**src/rtl/axis_check_sink.sv**
```systemverilog
// AXI-Stream checker sink: counts frames and data/keep/dest/length errors; results appear one cycle after the accepting edge.
// tready is high throughout RUN, or follows an LFSR when AXIS_CHK_BACKPRESSURE_EN is defined.
module axis_check_sink #(
    parameter int DATA_WIDTH = 32,
    parameter int FRAME_LEN  = 16,
    parameter int NUM_FRAMES = 4
) (
    input  logic                    clk,
    input  logic                    rst,
    input  logic                    start,
    input  logic [DATA_WIDTH-1:0]   S_AXIS_tdata,
    input  logic [3:0]              S_AXIS_tdest,
    input  logic [DATA_WIDTH/8-1:0] S_AXIS_tkeep,
    input  logic                    S_AXIS_tlast,
    input  logic                    S_AXIS_tvalid,
    output logic                    S_AXIS_tready,
    output logic                    busy,
    output logic                    done,
    output logic [15:0]             frame_cnt,
    output logic [15:0]             err_cnt,
    output logic [3:0]              err_flags
);

    generate
        if ((DATA_WIDTH % 8) != 0 || DATA_WIDTH < 8) begin : g_bad_width
            $fatal(1, "axis_check_sink: DATA_WIDTH must be a non-zero multiple of 8");
        end
    endgenerate

    localparam logic [15:0] LAST_IDX = 16'(FRAME_LEN - 1);
    localparam logic [15:0] NF       = 16'(NUM_FRAMES);

    typedef enum logic [1:0] {IDLE, RUN, DONE} state_t;

    state_t                  state_q, state_d;
    logic                    tready_q, tready_d;
    logic                    busy_q, busy_d;
    logic                    done_q, done_d;
    logic [15:0]             frame_cnt_q, frame_cnt_d;
    logic [15:0]             err_cnt_q, err_cnt_d;
    logic [3:0]              err_flags_q, err_flags_d;
    logic [15:0]             beat_idx_q, beat_idx_d;
    logic [DATA_WIDTH-1:0]   exp_q, exp_d;

    logic                    accept;
    logic                    at_last_idx;
    logic                    enter_run;
    logic [3:0]              errs;
    logic [16:0]             err_sum;

`ifdef AXIS_CHK_BACKPRESSURE_EN
    localparam logic [15:0] LFSR_SEED = 16'hACE1;
    logic [15:0] lfsr_q, lfsr_d;
`endif

    always_comb begin
        state_d     = state_q;
        frame_cnt_d = frame_cnt_q;
        err_cnt_d   = err_cnt_q;
        err_flags_d = err_flags_q;
        beat_idx_d  = beat_idx_q;
        exp_d       = exp_q;

        accept      = S_AXIS_tvalid && tready_q;
        at_last_idx = (beat_idx_q == LAST_IDX);
        enter_run   = (state_q != RUN) && start;
        errs        = {S_AXIS_tdest != 4'd0,
                       S_AXIS_tkeep != {(DATA_WIDTH/8){1'b1}},
                       S_AXIS_tlast ^ at_last_idx,
                       S_AXIS_tdata != exp_q};
        err_sum     = 17'(err_cnt_q) + 17'(errs[0]) + 17'(errs[1])
                    + 17'(errs[2]) + 17'(errs[3]);

        case (state_q)
            IDLE, DONE: begin
                if (start) begin
                    state_d     = RUN;
                    frame_cnt_d = '0;
                    err_cnt_d   = '0;
                    err_flags_d = '0;
                    beat_idx_d  = '0;
                    exp_d       = '0;
                end
            end
            RUN: begin
                if (accept) begin
                    err_flags_d = err_flags_q | errs;
                    err_cnt_d   = err_sum[16] ? 16'hFFFF : err_sum[15:0];
                    // Resynchronise on whatever arrived so one glitch costs one error.
                    exp_d       = S_AXIS_tdata + DATA_WIDTH'(1);
                    if (S_AXIS_tlast || at_last_idx) begin
                        beat_idx_d  = '0;
                        frame_cnt_d = frame_cnt_q + 16'd1;
                        if (frame_cnt_q + 16'd1 == NF) begin
                            state_d = DONE;
                        end
                    end else begin
                        beat_idx_d = beat_idx_q + 16'd1;
                    end
                end
            end
            default: state_d = IDLE;
        endcase

        busy_d   = (state_d == RUN);
        done_d   = (state_d == DONE);
`ifdef AXIS_CHK_BACKPRESSURE_EN
        lfsr_d = lfsr_q;
        if (enter_run) begin
            lfsr_d = LFSR_SEED;
        end else if (state_q == RUN) begin
            lfsr_d = {lfsr_q[14:0], lfsr_q[15] ^ lfsr_q[13] ^ lfsr_q[12] ^ lfsr_q[10]};
        end
        tready_d = (state_d == RUN) && lfsr_d[0];
`else
        tready_d = (state_d == RUN);
`endif
    end

    always_ff @(posedge clk) begin
        if (rst) begin
            state_q     <= IDLE;
            tready_q    <= 1'b0;
            busy_q      <= 1'b0;
            done_q      <= 1'b0;
            frame_cnt_q <= '0;
            err_cnt_q   <= '0;
            err_flags_q <= '0;
            beat_idx_q  <= '0;
            exp_q       <= '0;
`ifdef AXIS_CHK_BACKPRESSURE_EN
            lfsr_q      <= LFSR_SEED;
`endif
        end else begin
            state_q     <= state_d;
            tready_q    <= tready_d;
            busy_q      <= busy_d;
            done_q      <= done_d;
            frame_cnt_q <= frame_cnt_d;
            err_cnt_q   <= err_cnt_d;
            err_flags_q <= err_flags_d;
            beat_idx_q  <= beat_idx_d;
            exp_q       <= exp_d;
`ifdef AXIS_CHK_BACKPRESSURE_EN
            lfsr_q      <= lfsr_d;
`endif
        end
    end

    assign S_AXIS_tready = tready_q;
    assign busy          = busy_q;
    assign done          = done_q;
    assign frame_cnt     = frame_cnt_q;
    assign err_cnt       = err_cnt_q;
    assign err_flags     = err_flags_q;

endmodule

```
**config.mk**
```make
export PLATFORM = sky130hd
export DESIGN_NAME = axis_check_sink
export DESIGN_NICKNAME = d
export VERILOG_FILES = /design/src/rtl/axis_check_sink.sv
export SDC_FILE = /design/constraint.sdc
export NUM_CORES = 1
export LEC_CHECK = 0
export BUFFER_PORTS_ARGS = -buffer_cell sky130_fd_sc_hd__clkbuf_2
export CAP_MARGIN = 20
export CORE_UTILIZATION = 51
export DETAILED_ROUTE_END_ITERATION = 8
export GPL_TIMING_DRIVEN = 0
export PLACE_DENSITY_LB_ADDON = 0.2
export SKIP_LAST_GASP = 1
export SLEW_MARGIN = 5
export SYNTH_ARGS = -nofsm -noshare
export SYNTH_HDL_FRONTEND = slang
export SYNTH_SLANG_ARGS = --single-unit
```
**constraint.sdc**
```tcl
create_clock -name clk -period 3.9 [get_ports clk]
set_input_delay 0.78 -clock clk [delete_from_list [all_inputs] [get_ports clk]]
set_output_delay 0.78 -clock clk [all_outputs]
set_load 0.01 [all_outputs]
```
Word level (Yosys, flattened, before mapping)
Index checks and enable logic that the tools add are counted.
{"block": "word_totals", "regBits": 88, "latchBits": 0, "ramBits": 0, "romBits": 0, "out_inout_bits": 39, "mem_count": 0}
{"block": "op_classes", "add_sub_neg": 7, "multipliers": 0, "div": 0, "order_cmp": 0, "eq_ne": 11, "n_shift": 0, "muxes": 21, "bitwise": 2, "reduce_logical": 8}
{"op": "$mux 16", "n": 7}
{"op": "$pmux 16 s2", "n": 3}
{"op": "$mux 32", "n": 2}
{"op": "$pmux 32 s2", "n": 1}
{"op": "$add 17x1->17", "n": 3}
{"op": "$add 16x1->16 const B", "n": 2}
{"op": "$add 32x1->32 const B", "n": 1}
{"op": "$ne 32x32->1", "n": 1}
{"op": "$add 16x1->17", "n": 1}
{"op": "$eq 16x3->1 const B", "n": 1}
{"op": "$eq 16x4->1 const B", "n": 1}
{"op": "$mux 2", "n": 4}
{"op": "$mux 4", "n": 2}
{"op": "$pmux 4 s2", "n": 1}
{"op": "$ne 2x2->1 const B", "n": 3}
{"op": "$eq 2x1->1 const B", "n": 2}
{"op": "$eq 2x2->1 const B", "n": 2}
{"op": "$ne 4x4->1 const B", "n": 1}
{"op": "$or 4x4->4", "n": 1}
{"op": "$pmux 2 s2", "n": 1}
{"op": "$reduce_and 4->1", "n": 1}
{"op": "$reduce_bool 4->1", "n": 1}
{"op": "$reduce_and 3->1", "n": 1}
{"op": "$logic_not 2->1", "n": 1}
{"op": "5 further kinds", "n": 5}

Longest topological paths before layout
Gate-level depths: netlist of the first run.
{"block": "logic_depth", "ltp_word": 8, "ltp_mapped": 15}

Worst setup path before layout of the first run
OpenSTA, ideal clock, no wires.
{"block": "synth_timing", "path_type": "input to register", "start": "input port S_AXIS_tdata[15]", "end": "register err_cnt_q[13], in the netlist err_cnt[13]", "setup_time_ns": 0.071, "t_arrival_ns": 3.684, "required_ns": 3.829, "setup_slack_ns": 0.145, "cell_stages": 15, "path_buffers": 1, "path_cell_list": "xor2_1 > nor4_1 > nand4_1 > nor2_1 > fa_1 > fa_1 > inv_1 > fa_1 > nand3_1 > nor3_2 > nand3_1 > nor2_1 > buf_2 > o21ai_0 > a21oi_1"}
{"block": "synth_via", "elab_chain_len": 8}
{"item": "start: declaration", "line": "11", "text": "input logic [DATA_WIDTH-1:0] S_AXIS_tdata,"}
{"item": "$ne 32x32->1", "line": "70", "text": "S_AXIS_tdata != exp_q};"}
{"item": "$add 16x1->17", "line": "71", "text": "err_sum = 17'(err_cnt_q) + 17'(errs[0]) + 17'(errs[1])"}
{"item": "$add 17x1->17", "line": "71"}
{"item": "$add 17x1->17 (2 in a row)", "line": "72", "text": "+ 17'(errs[2]) + 17'(errs[3]);"}
{"item": "$mux 16", "line": "88", "text": "err_cnt_d = err_sum[16] ? 16'hFFFF : err_sum[15:0];"}
{"item": "$mux 16", "line": "86", "text": "if (accept) begin"}
{"item": "$pmux 16 s2", "line": "74", "text": "case (state_q)"}
{"item": "end signal: assignment", "line": "140", "text": "err_cnt_q <= err_cnt_d;"}
{"item": "end: declaration", "line": "40", "text": "logic [15:0] err_cnt_q, err_cnt_d;"}
No other way between the ends. The select of a mux whose other input is x is not followed.
A chain may end at the register's enable or synchronous reset.

Worst setup path in the final report of the first run
{"block": "layout_timing", "start": "input port S_AXIS_tdata[20]", "end": "register err_cnt_q[14], in the netlist err_cnt[14]"}
The elaborated chain is that of the path after synthesis.

==> results of run 1 <==
[cell usage in the layout (no fill, tap or decap), drive strengths merged, types with 6 or more instances in the layout]
master,n
and3,8
a31oi,6
nand3,26
dfxtp,88
ha,6
a22oi,16
and4,9
clkbuf,112
a21oi,34
xnor2,26
nand2b,7
nor3,14
nand2,66
o21ai,57
or3,6
nand4,16
inv,13
nor2,80
nor4,17
xor2,52
buf,17
[path summary, 6_finish.rpt]
kind | start | endpoint | slack (ns) | cells past startpoint
max reg2reg | exp_q[20] | err_cnt[14] | 0.43 | 15
min | exp_q[23] | exp_q[23] | 0.47 | 2
max | S_AXIS_tdata[20] | err_cnt[14] | 0.24 | 16
min reg2reg | exp_q[23] | exp_q[23] | 0.47 | 2
[power by group through the flow]
stage | Combinational (mW) | Clock [mW] | Sequential, mW
after floorplan | 0.117 | 0 | 0.941
after global placement | 0.203 | 0 | 0.941
after detailed placement | 0.206 | 0 | 0.942
after CTS | 0.209 | 0.730 | 0.921
after global routing | 0.237 | 0.761 | 0.923
final | 0.216 | 0.727 | 0.921
[routing by layer]
metal | wire [µm] | share of wire (%)
met4 | 184 | 1.4
met3 | 729 | 5.5
met2 | 6270 | 48
met5 | 0 | 0
met1 | 5966 | 45
[worst max-delay path, cell delays in order]
cell and delay [ns]:
clkbuf_2 0.12, xor2_1 0.15, nor4_2 0.33, nand4_1 0.16, nor2_2 0.20, fa_1 0.43, fa_2 0.36, inv_2 0.07
fa_2 0.24, nand3_4 0.10, nor3_4 0.29, buf_4 0.16, and3_4 0.19, nand4b_1 0.10, a21oi_1 0.14, nor3_1 0.05
[registers in the layout (all words and copies together) (netlist names)]
register	cells
frame_cnt	16
state_q	2
exp_q	32
err_cnt	16
err_flags	4
beat_idx_q	16
done	1
busy	1
[cells by family (layout without fill, tap and decap cells)]
group                    count (synthesis)  count (layout)
AO/OA/AOI/OAI                          137             137
XOR/XNOR                                78              78
adder cells (fa/ha/maj)                  9               9
buffers and inverters                   44             145
flip-flops                              88              88
AND/OR/NAND/NOR                        274             274
[layout make-up]
class / count / area [µm²]
Fill cell: 868 / 3456
Inverter: 13 / 48.80
Sequential cell: 88 / 1762
Timing Repair Buffer: 86 / 440.4
Buffer: 31 / 146.4
Multi-Input combinational cell: 498 / 3181
Tap cell: 129 / 161.4
Clock buffer: 12 / 155.1
Clock inverter: 3 / 65.06
[repair_timing]
item / in CTS / in global routing
buffers inserted: 1 / 3
setup endpoints to repair: 16 / 16
pin swaps: 1 / 12
gates resized for setup: 7 / 14
==> out/results.tsv, run 1 <==
metric	value	unit
layout_min_cycle_time	3.664	ns
numCtsBuffers	9	
syn_inst	630	
grt_max_degree	14	
power_frac_comb	11.6	%
ant_nets	0	
synth_area_leader_cell	dfxtp_1	
cp_max_fo	5	
drc	0	
grtUsageMet3	3.934	%
cts_buffer_depth	2	
die_width	101.5	µm
antenna_found_initial	0	
drv_slew	0	
finalSetupViolations	0	
power	1.864	mW
first_global_vias	4358	
synth-seq-cells	88	
hold_path_class	reg -> reg	
synth_edf_count	0	
fin_area	0.005959	mm²
die_h	101.5	µm
criticalPathCategory	in -> reg	
clkPwrFrac	39.0	%
start_util	53.63	%
p_int	1.379	mW
synth-compound-area-share	16.58	%
wl	13150	µm
final.period_utilization	93.94	%
clock-sinks	88	
cts_tree	yes	
path_clk_slew	0.09	ns
met1_usage	34.07	%
synth.area.top_cells	dfxtp_1, xor2_1, nor2_1, nand2_1, xnor2_1	
status	finished, final reports clean	
firstDrtPassIters	5	
dp_cells	841	
portBuffers	82	
synthToLayoutAreaGrowth	18.01	%
utilization	63.30	%
maxCapViolations	0	
netlist_area	0.005050	mm²
async_flop_share	0	%
cts-root-buf	clkbuf_8	
tightest_slew	0.5782	ns
clk_latency	0.36	ns
h-tree-depth	3	
dieArea	0.01030	mm²
cp.required	4.13	ns
fmax	273.0	MHz
switchingPower	0.4857	mW
nNetsFinal	781	
p_seq_share	49.4	%
synth_top_cell_area_share	34.89	%
synthFlopType	dfxtp_1	
grt_pass1_wl	20860	µm
yosys_warnings	0	
clock_skew	0.008383	ns
pre_cts_ws	-0.6607	ns
wl_per_cell	15.29	µm
rsz0062_at_grt	false	
finalSetupTns	0	ns
gp_congestion	0.8797	
post-dp-hpwl	9520	µm
grt_busiest_layer	met2	
synth.most_common_cell	dfxtp_1	
avgSynthCellArea	8.016	µm²
diodes	0	
synth_commonest_cells	dfxtp_1, nor2_1, nand2_1, xor2_1, o21ai_0	
pin_count	84	
worst_slack	0.2364	ns
hold_violations	0	
yosys-mux-area-fraction	0	%
viasPerCell	5.699	
ir_drop	0.0002140	V
core_area	0.009415	mm²
grt_overflow	0	
max_slew_margin	61.31	%
end_kind	flip-flop	
drive_gt1_share	20.52	%
synth_top_family_by_area	simple AND/OR/NAND/NOR gates	
track_usage	25.62	%
holdWs	0.4686	ns
p_sw_share	26.05	%
hold_buffers	0	
p_leak	2.316	nW
worst_setup_path_start_kind	input port	
vias	4901	
use_met2	42.78	%
rows	35	
arrival	3.89	ns
ys_seq_area_share	34.89	%
syn_nets	684	
synth_xor_area_share	13.53	%
synth_adder_area_share	2.676	%
dpl_cell_area	0.005622	mm²
ys_types	57	
cellPowerDensity	312.9	mW/mm²
yosys.area_share.simple	28.59	%
drt_iter0_drc	211	
stdcell_count	860	
(Power assumes the default switching activity.)
==> run 2: changes to the inputs <==
Clock period 3.9 ns to 3.2 ns, I/O delays scaled along.
==> run 2 against run 1 <==
Against the previous run: the flow now finishes with violations (negative setup slack); critical endpoint is now err_cnt[6]; clock skew rose by 0.0044 ns; flip-flop and latch count is the same; core utilization rose by 2.9 points; sequential power grew 22%; register-to-register slack worse by 0.62 ns; combinational power grew 32%; critical path type unchanged; sequential share of layout area fell by 1.2 points; global-route usage increased by 1.5 points; clock-buffer cell count up 2; die area did not move.
==> out/results.tsv, run 2 (synthesized netlist as in run 1, its figures left out) <==
metric	value	unit
cp_max_fo	5	
pre_cts_ws	-0.7616	ns
h-tree-depth	3	
layout_min_cycle_time	3.405	ns
clkPwrFrac	39.2	%
dieArea	0.01030	mm²
nNetsFinal	789	
start_util	53.63	%
end_kind	flip-flop	
hold_buffers	0	
max_slew_margin	53.57	%
rows	35	
worst_setup_path_start_kind	input port	
gp_congestion	0.9193	
drt_iter0_drc	314	
maxCapViolations	0	
core_area	0.009415	mm²
wl_per_cell	15.51	µm
wl	13480	µm
ir_drop	0.0002966	V
arrival	3.70	ns
status	finished, violations left	
p_sw_share	25.52	%
cts_tree	yes	
criticalPathCategory	in -> reg	
p_seq_share	48.5	%
synthToLayoutAreaGrowth	23.34	%
viasPerCell	5.743	
layout_common_cells	dfxtp_1, nor2_1, clkbuf_2, nand2_1, xor2_1	
final_common_cell	dfxtp_1	
ant_nets	0	
switchingPower	0.5911	mW
p_leak	2.402	nW
cp.required	3.50	ns
grt_overflow	0	
first_global_vias	4677	
cts_buffer_depth	2	
drv_slew	0	
numCtsBuffers	9	
cellPowerDensity	371.8	mW/mm²
clock_skew	0.01275	ns
worst_slack	-0.2052	ns
track_usage	27.08	%
hold_path_class	reg -> reg	
hold_violations	0	
post-dp-hpwl	9525	µm
grt_pass1_wl	21910	µm
die_h	101.5	µm
grt_max_degree	14	
finalSetupViolations	16	
path_clk_slew	0.09	ns
fmax	293.7	MHz
cts-root-buf	clkbuf_8	
clk_latency	0.37	ns
firstDrtPassIters	5	
tightest_slew	0.6939	ns
antenna_found_initial	0	
largest_register_ffs	32	
power_frac_comb	12.3	%
drive_gt1_share	23.65	%
die_width	101.5	µm
final.period_utilization	106.4	%
portBuffers	82	
rsz0062_at_grt	true	
vias	4991	
pin_count	84	
violations	negative setup slack	
drc	0	
finalSetupTns	-2.352	ns
diodes	0	
top_register	exp_q	
clock-sinks	88	
p_int	1.725	mW
run 2: changes by cell type in the layout (fill, tap and decap cells not counted), sizes merged:
cell and delta:
clkinv -1, buf +10
run 2: per-stage QoR:
| step | instance area, µm² | cells | total power [mW] | hold slack (ns) | util, % |
|---|---|---|---|---|---|
| 6_report | 6228 | 869 | 2.316 | 0.4588 | 66.15 |
| 5_1_grt | 6228 | 869 | 2.403 | 0.4827 | 66.15 |
| 4_1_cts | 6153 | 868 | 2.315 | 0.4612 | 65.36 |
| 3_5_place_dp | 5657 | 841 | 1.404 | 0.4486 | 60.08 |
| 3_3_place_gp | 5657 | 841 | 1.396 | 0.4436 | 60.08 |
| 2_1_floorplan | 5085 | 630 | 1.293 | 0.4372 | - |
run 2: path summary, 6_finish.rpt:
kind                         start         end  slack, ns  depth (start not counted)
hold / removal           exp_q[22]   exp_q[22]       0.46                          2
setup reg to reg         exp_q[30]  err_cnt[6]      -0.19                         15
hold reg to reg          exp_q[22]   exp_q[22]       0.46                          2
setup / recovery  S_AXIS_tdata[30]  err_cnt[6]      -0.21                         16
run 2: routing by layer:
layer	vias to the layer above	global-route usage [%]	part of all wire (%)
met5	-	0	0
met1	2390	34.58	44
met3	21	3.796	4.2
met2	144	46.21	50
li1	2436	-	-
met4	0	10.48	1.7
run 2: worst max-delay path, cell delays in order:
cell     delay [ns]
buf_6          0.11
xor2_2         0.15
nor4_2         0.30
nand4_1        0.21
nor2_4         0.19
fa_1           0.43
fa_2           0.37
inv_2          0.07
fa_2           0.24
nand3_4        0.09
nor3_4         0.20
nand3_2        0.13
nor2_4         0.17
buf_6          0.15
o21ai_2        0.06
a21oi_1        0.18
run 2: layout make-up:
type | instances | area (µm²)
multi-input combinational | 498 | 3277
fill | 796 | 3187
sequential | 88 | 1764
timing repair buffer | 94 | 598.1
clock buffer | 14 | 172.7
tap | 129 | 161.4
buffer | 31 | 146.4
clock inverter | 2 | 60.06
inverter | 13 | 48.80
run 2: power groups by stage:
stage / combinational (mW) / sequential (mW) / clock (mW)
after floorplan: 0.146 / 1.15 / 0
after global placement: 0.249 / 1.15 / 0
after detailed placement: 0.256 / 1.15 / 0
after CTS: 0.277 / 1.12 / 0.916
after global routing: 0.311 / 1.13 / 0.966
final: 0.285 / 1.12 / 0.908
run 2: what timing repair did:
item,4_1_cts,5_1_grt
setup buffers,10,1
pin swaps,24,16
cloned,1,0
endpoints found under the setup margin,16,16
resized for setup,35,20
